### src/rtl/multi_fifo_ram.sv
// multi_fifo_ram
//   Multi-lane FIFO built on a directly addressable entry array. Up to N_ENQ
//   entries can be enqueued and N_DEQ entries dequeued per cycle, in lane
//   order. Independent random-access read and write ports operate on the
//   same array. The tail can be flushed back to the head or rolled back to
//   a previously captured tail counter.
//
// Ports
//   clk                 sole clock, rising edge
//   rst_aL              synchronous active-low reset
//   enq_valid/enq_data  per-lane enqueue request and payload
//   enq_ready/enq_addr  lane i ready when free slots > i; slot it would fill
//   deq_valid/deq_ready lane i valid when count > i; per-lane acceptance
//   deq_data/deq_addr   entry and slot at (head+i) mod N_ENTRIES
//   rd_addr/rd_data     asynchronous random read ports
//   wr_en/wr_addr/wr_data random write ports (applied after enqueue writes)
//   flush               empty the queue (tail <= head + dequeued)
//   rollback_valid/ctr  restore the tail counter
//   count/full/empty    occupancy status
//   head_ctr/tail_ctr   raw wrap-around counters (one extra bit)
module multi_fifo_ram #(
    parameter int  ENTRY_WIDTH   = 32,
    parameter int  N_ENTRIES     = 16,
    parameter int  N_ENQ         = 2,
    parameter int  N_DEQ         = 2,
    parameter int  N_READ_PORTS  = 2,
    parameter int  N_WRITE_PORTS = 2,
    localparam int PTR_WIDTH     = $clog2(N_ENTRIES),
    localparam int CTR_WIDTH     = PTR_WIDTH + 1
) (
    input  logic                                       clk,
    input  logic                                       rst_aL,
    input  logic [N_ENQ-1:0]                           enq_valid,
    input  logic [N_ENQ-1:0][ENTRY_WIDTH-1:0]          enq_data,
    output logic [N_ENQ-1:0]                           enq_ready,
    output logic [N_ENQ-1:0][PTR_WIDTH-1:0]            enq_addr,
    output logic [N_DEQ-1:0]                           deq_valid,
    input  logic [N_DEQ-1:0]                           deq_ready,
    output logic [N_DEQ-1:0][ENTRY_WIDTH-1:0]          deq_data,
    output logic [N_DEQ-1:0][PTR_WIDTH-1:0]            deq_addr,
    input  logic [N_READ_PORTS-1:0][PTR_WIDTH-1:0]     rd_addr,
    output logic [N_READ_PORTS-1:0][ENTRY_WIDTH-1:0]   rd_data,
    input  logic [N_WRITE_PORTS-1:0]                   wr_en,
    input  logic [N_WRITE_PORTS-1:0][PTR_WIDTH-1:0]    wr_addr,
    input  logic [N_WRITE_PORTS-1:0][ENTRY_WIDTH-1:0]  wr_data,
    input  logic                                       flush,
    input  logic                                       rollback_valid,
    input  logic [CTR_WIDTH-1:0]                       rollback_ctr,
    output logic [CTR_WIDTH-1:0]                       count,
    output logic                                       full,
    output logic                                       empty,
    output logic [CTR_WIDTH-1:0]                       head_ctr,
    output logic [CTR_WIDTH-1:0]                       tail_ctr
);

    logic [CTR_WIDTH-1:0]   r_head_ctr;
    logic [CTR_WIDTH-1:0]   r_tail_ctr;
    logic [ENTRY_WIDTH-1:0] r_mem [N_ENTRIES];

    logic [CTR_WIDTH-1:0]   w_count;
    logic [CTR_WIDTH-1:0]   w_free;
    logic [CTR_WIDTH-1:0]   w_enq_n;
    logic [CTR_WIDTH-1:0]   w_deq_n;
    logic [CTR_WIDTH-1:0]   w_head_next;
    logic [PTR_WIDTH-1:0]   w_head_ptr;
    logic [PTR_WIDTH-1:0]   w_tail_ptr;
    logic                   w_enq_run;
    logic                   w_deq_run;

    // The extra counter bit distinguishes full from empty when the pointer
    // bits match; the subtraction wraps naturally.
    assign w_count     = r_tail_ctr - r_head_ctr;
    assign w_free      = CTR_WIDTH'(N_ENTRIES) - w_count;
    assign w_head_ptr  = r_head_ctr[PTR_WIDTH-1:0];
    assign w_tail_ptr  = r_tail_ctr[PTR_WIDTH-1:0];
    assign w_head_next = r_head_ctr + w_deq_n;

    assign count    = w_count;
    assign full     = (w_count == CTR_WIDTH'(N_ENTRIES));
    assign empty    = (w_count == '0);
    assign head_ctr = r_head_ctr;
    assign tail_ctr = r_tail_ctr;

    // Readiness comes from registered occupancy only, so a dequeue in the
    // same cycle never frees a slot for an enqueue.
    always_comb begin
        for (int i = 0; i < N_ENQ; i++) begin
            enq_ready[i] = (w_free > CTR_WIDTH'(i));
            enq_addr[i]  = w_tail_ptr + PTR_WIDTH'(i);
        end
    end

    always_comb begin
        for (int i = 0; i < N_DEQ; i++) begin
            deq_valid[i] = (w_count > CTR_WIDTH'(i));
            deq_addr[i]  = w_head_ptr + PTR_WIDTH'(i);
            deq_data[i]  = r_mem[w_head_ptr + PTR_WIDTH'(i)];
        end
    end

    always_comb begin
        for (int r = 0; r < N_READ_PORTS; r++) begin
            rd_data[r] = r_mem[rd_addr[r]];
        end
    end

    // Accepted lanes form a prefix: the first lane that is not both valid
    // and ready stops the count, even if later lanes are valid.
    always_comb begin
        w_enq_n   = '0;
        w_enq_run = 1'b1;
        for (int i = 0; i < N_ENQ; i++) begin
            if (w_enq_run && enq_valid[i] && enq_ready[i]) begin
                w_enq_n = w_enq_n + CTR_WIDTH'(1);
            end else begin
                w_enq_run = 1'b0;
            end
        end
    end

    always_comb begin
        w_deq_n   = '0;
        w_deq_run = 1'b1;
        for (int i = 0; i < N_DEQ; i++) begin
            if (w_deq_run && deq_valid[i] && deq_ready[i]) begin
                w_deq_n = w_deq_n + CTR_WIDTH'(1);
            end else begin
                w_deq_run = 1'b0;
            end
        end
    end

    always_ff @(posedge clk) begin
        if (!rst_aL) begin
            r_head_ctr <= '0;
            r_tail_ctr <= '0;
            for (int k = 0; k < N_ENTRIES; k++) begin
                r_mem[k] <= '0;
            end
        end else begin
            r_head_ctr <= w_head_next;
            if (flush) begin
                r_tail_ctr <= w_head_next;
            end else if (rollback_valid) begin
                // Legality of rollback_ctr is the caller's responsibility.
                r_tail_ctr <= rollback_ctr;
            end else begin
                r_tail_ctr <= r_tail_ctr + w_enq_n;
                for (int i = 0; i < N_ENQ; i++) begin
                    if (CTR_WIDTH'(i) < w_enq_n) begin
                        r_mem[w_tail_ptr + PTR_WIDTH'(i)] <= enq_data[i];
                    end
                end
            end
            // Later non-blocking writes override earlier ones, so random
            // writes beat enqueue writes and the highest port index wins.
            for (int w = 0; w < N_WRITE_PORTS; w++) begin
                if (wr_en[w]) begin
                    r_mem[wr_addr[w]] <= wr_data[w];
                end
            end
        end
    end

endmodule

### config.mk
export PLATFORM = sky130hd
export DESIGN_NAME = multi_fifo_ram
export DESIGN_NICKNAME = d
export VERILOG_FILES = /design/src/rtl/multi_fifo_ram.sv
export SDC_FILE = /design/constraint.sdc
export NUM_CORES = 2
export LEC_CHECK = 0
export CORE_MARGIN = 2
export CORE_UTILIZATION = 36
export DETAILED_ROUTE_END_ITERATION = 6
export PLACE_DENSITY_LB_ADDON = 0.08
export SKIP_LAST_GASP = 1
export SLEW_MARGIN = 0
export SYNTH_ARGS = -nofsm -noshare
export SYNTH_HDL_FRONTEND = slang
export SYNTH_SLANG_ARGS = --single-unit
### constraint.sdc
create_clock -name clk -period 7.7 [get_ports clk]
set_input_delay 2.31 -clock clk [delete_from_list [all_inputs] [get_ports clk]]
set_output_delay 2.31 -clock clk [all_outputs]
set_load 0.05 [all_outputs]
Word-level counts from Yosys, hierarchy flattened
Memory sizes are Yosys's and may differ from the RTL's. A register that Yosys moved wholly into a read port is not among the register bits.
Index checks and enable logic that the tools add are counted.
{"block": "op_classes", "n_div": 0, "n_mul": 0, "shift": 0, "n_addsub": 8, "n_reduce_logical": 11, "magnitude_cmp": 6, "eq_ne": 1, "bitwise_logic": 0, "muxes": 38}
{"op": "$mux 32", "n": 4}
{"op": "$reduce_or 32->1", "n": 4}
{"op": "$mux 1", "n": 25}
{"op": "$gt 5x1->1 const B", "n": 4}
{"op": "$mux 4", "n": 5}
{"op": "$mux 5", "n": 4}
{"op": "$add 5x1->5 const B", "n": 2}
{"op": "$add 5x5->5", "n": 2}
{"op": "$lt 1x5->1 const A", "n": 2}
{"op": "$add 4x1->4 const B", "n": 2}
{"op": "$logic_and 1x1->1", "n": 6}
{"op": "$eq 5x5->1 const B", "n": 1}
{"op": "$logic_not 5->1", "n": 1}
{"op": "$sub 5x5->5", "n": 1}
{"op": "$sub 5x5->5 const A", "n": 1}
{"block": "totals", "out_inout_bits": 165, "latch_bits": 0, "mem_bits_rw": 512, "memories": 1, "elab_cells": 67, "rom_bits": 0, "regBits": 10, "inputBits": 159}
{"name": "r_mem", "words": 16, "width": 32, "read_ports": 4, "rd_clocked_by_memory_dff": 1, "wr": 16, "line": "58", "rtl": "logic [ENTRY_WIDTH-1:0] r_mem [N_ENTRIES];"}

Logic depth before layout (Yosys ltp)
{"block": "depth", "ltp_word": 16, "mapped_depth": 22, "depth_no_buf": 19}

Least setup slack after synthesis
OpenSTA, ideal clock, no wires.
{"block": "synth_timing", "path_kind": "flip-flop to flip-flop", "startpoint": "reg r_tail_ctr[0], in the netlist tail_ctr[0]", "endpoint": "mem r_mem[4][0] (enable)", "slack_ns": 0.329, "stages_incl_launch_ff": 20, "t_arrival_ns": 6.741, "synth_period_minus_slack_ns": 7.371, "path_buffers": 3, "required_time_ns": 7.071, "setup_time_ns": 0.629, "cell_sequence": "dfxtp_1 > inv_1 > ha_1 > nor2b_1 > a221oi_2 > xnor2_1 > inv_1 > and3_1 > ha_1 > nand4_1 > and2_1 > and3_1 > ha_1 > and4bb_2 > buf_4 > nand3_1 > o21a_1 > clkbuf_1 > buf_2 > nand4_1"}
{"element": "from (decl)", "line": "57", "rtl": "logic [CTR_WIDTH-1:0] r_tail_ctr;"}
{"element": "from (signal assigned)", "line": "143", "rtl": "r_tail_ctr <= w_head_next;"}
{"element": "from (signal assigned)", "line": "146", "rtl": "r_tail_ctr <= rollback_ctr;"}
{"element": "from (signal assigned)", "line": "148", "rtl": "r_tail_ctr <= r_tail_ctr + w_enq_n;"}
{"element": "to (decl)", "line": "58"}

==> impl_metrics.json <==
{
  "ir_drop_v": 0.000333,
  "crit_chain": "clkbuf_8 > buf_12 > mux4_2 > mux4_2 > clkdlybuf4s50_1",
  "failed_checks": "DRC, capacitance limit, slew limit",
  "syn-num-nets": 4613,
  "cts.sinks": 522,
  "antenna_found_initial": 36,
  "die_x_um": 365,
  "finalWeightedCongestion": 0.994,
  "drtIter0Drc": 9362,
  "grt-ovfl-total": 0,
  "powerDensity_nw_per_um2": 239,
  "ys_ff_latch": 522,
  "clk_path_buf_depth": 3,
  "dpl.hpwl_mm": 180,
  "start_util": 0.362,
  "cts_setup_buffers": 0,
  "end_kind": "output port",
  "dr.pass1.iters": 7,
  "io_buffers": 323,
  "grt_pass1_vias": 44072,
  "cp_slowest_cell": "clkdlybuf4s50_1",
  "total_leakage_power_uw": 0.0180,
  "drc_errors": 7,
  "period_minus_slack_ps": 7100,
  "finalCritPeriodShare": 0.923,
  "insertion_delay_ps": 650,
  "core_um2": 129000,
  "htree_levels": 3,
  "wirelength_mm": 277,
  "synth_cell_types": 81,
  "hold_violations": 0,
  "worstSetupPathType": "in -> out",
  "crit_arrival_ps": 4790,
  "ios": 324,
  "n_fill_cell": 12331,
  "yosysWarnings": 0,
  "dr_total_vias": 47936,
  "numCtsBuffers": 66,
  "finClkSkew_ps": 19.1,
  "path_clk_slew_ps": 60,
  "synth.avg_cell_area_um2": 10.6,
  "netlist_area_um2": 46800,
  "drive_above_1_share": 0.224,
  "final.setup.tns_ps": 0,
  "synth-seq-area-share": 0.333,
  "cts_hold_buffers": 0,
  "rsz0062_at_grt": "no",
  "layout.nets": 4547,
  "cp_max_fo": 28,
  "grt_usage": 0.406,
  "worst_hold_path_type": "reg -> reg",
  "die_area_um2": 133000,
  "path_common_cell": "mux4_2",
  "slew_viol_final": 23,
  "setup_viol": 0,
  "cp.required_ps": 5390,
  "tightest_slew_ps": 1590,
  "status": "finished with violations",
  "synth_edf_count": 512,
  "async_reset_ff_frac": 0,
  "final_util": 0.417,
  "avgRoutedWirePerCell_um": 44.8,
  "fp-row-count": 132,
  "root_buffer": "clkbuf_16",
  "cts_resized": 0,
  "grt_max_degree": 116,
  "syn_inst": 4427,
  "slew_headroom": -0.0647,
  "synthFlopType": "edfxtp_1",
  "cts_tree": "done",
  "area_growth_pct": 15.3,
  "max_freq_mhz": 141,
  "grt_pass1_wl_mm": 374,
  "vias_per_cell": 7.76,
  "crit_path_start_kind": "input pin",
  "critical-path-max-stage-delay_ps": 730,
  "die_h_um": 365,
  "ant_nets": 0,
  "max_cap_violations": 3
}
## registers in the layout, summed over array words and instances, names as in the netlist
signal    cells
head_ctr      5
r_mem       512
tail_ctr      5
## path summary, 6_finish.rpt
kind                     from           end  slack (ps)  cells after the start
setup reg to reg  head_ctr[0]  r_mem[2][25]        1280                     13
setup / recovery   rd_addr[4]   rd_data[58]         600                      5
hold reg to reg   head_ctr[4]   head_ctr[4]         680                      2
hold / removal    head_ctr[4]   head_ctr[4]         680                      2
## power breakdown
| group | internal [uW] | switching, uW | leakage, uW |
|---|---|---|---|
| clock network | 1850 | 1390 | 0.00104 |
| logic | 2390 | 3670 | 0.0116 |
| registers | 3320 | 277 | 0.00539 |
| total | 7560 | 5340 | 0.0180 |
## metrics by stage
step | area, um^2 | setup WS (ps) | hold slack [ps] | std cells | total power, uW
after floorplan | 46800 | 329 | 852 | 4427 | 7750
after global placement | 51700 | 620 | 667 | 6035 | 9630
after detailed placement | 51700 | 608 | 662 | 6035 | 9630
after CTS | 53900 | 604 | 682 | 6153 | 12800
after global routing | 53900 | 530 | 724 | 6162 | 13300
final | 54000 | 596 | 675 | 6180 | 12900
## kinds of logic after synthesis
kind of cell	Yosys count	share of synthesized area
simple gates	1402	0.138
flops	522	0.333
xor+xnor	13	0.00273
fa+ha+maj	27	0.00770
mux	657	0.277
buf+inv	699	0.0623
compound gates	1107	0.179
## metal layers
layer / up-vias / GRT usage / wire length [um]
met3: 983 / 0.133 / 40700
li1: 17854 / - / -
met4: 28 / 0.209 / 17100
met2: 4812 / 0.588 / 117000
met1: 24259 / 0.540 / 102000
met5: - / 0.00871 / 203
## cell type report
cell class,count,area (um^2),share of cell area
Antenna cell,27,67.6,0.00125
Clock buffer,82,1830,0.0339
Clock inverter,36,317,0.00587
Inverter,22,83.8,0.00155
Multi-Input combinational cell,3206,28900,0.535
Sequential cell,522,15600,0.289
Tap cell,1742,2180,0.0404
Timing Repair Buffer,543,5030,0.0933
## cell usage in the layout (no fill, tap or decap), types with 10 or more instances in the layout
| cell | instances |
|---|---|
| nand2_1 | 662 |
| mux4_2 | 512 |
| edfxtp_1 | 512 |
| a22oi_1 | 388 |
| nand3_1 | 352 |
| clkdlybuf4s50_1 | 278 |
| buf_4 | 238 |
| mux2i_1 | 144 |
| a21oi_1 | 123 |
| o21ai_0 | 114 |
| nor3_1 | 108 |
| a32oi_1 | 90 |
| a221oi_1 | 75 |
| nor2_1 | 74 |
| a221o_1 | 71 |
| clkbuf_16 | 71 |
| a222oi_1 | 68 |
| and3_1 | 41 |
| a31oi_1 | 32 |
| nor2_4 | 29 |
| o311ai_0 | 29 |
| o211ai_1 | 28 |
| diode_2 | 27 |
| ha_1 | 23 |
| nand4_1 | 20 |
| buf_12 | 20 |
| inv_1 | 19 |
| and2_1 | 16 |
| o21ai_1 | 16 |
| nor2b_1 | 12 |
| nor3_4 | 12 |
| clkinv_1 | 12 |
| a22o_1 | 11 |
| clkinv_2 | 11 |
| o311ai_1 | 10 |
| clkbuf_1 | 10 |
## worst max-delay path, delay by kind of cell
kind	cells	cell delay (ps)
buf+inv	3	1350
mux	2	1020
## cells in the mapped netlist (75+ instances only)
library cell  instances  area [um^2]
mux4_2              512        11500
buf_2               137          686
nand3_1             352         1760
buf_1                85          319
edfxtp_1            512        15400
nor3_1              116          581
a32oi_1              90          788
a221oi_1             75          657
mux2i_1             144         1440
o21ai_0             118          591
a21oi_1             131          656
a22oi_1             388         2910
nor2_1              104          390
nand2_1             664         2490
clkbuf_1            426         1600
No activity file was read; power rests on OpenSTA's default activity.
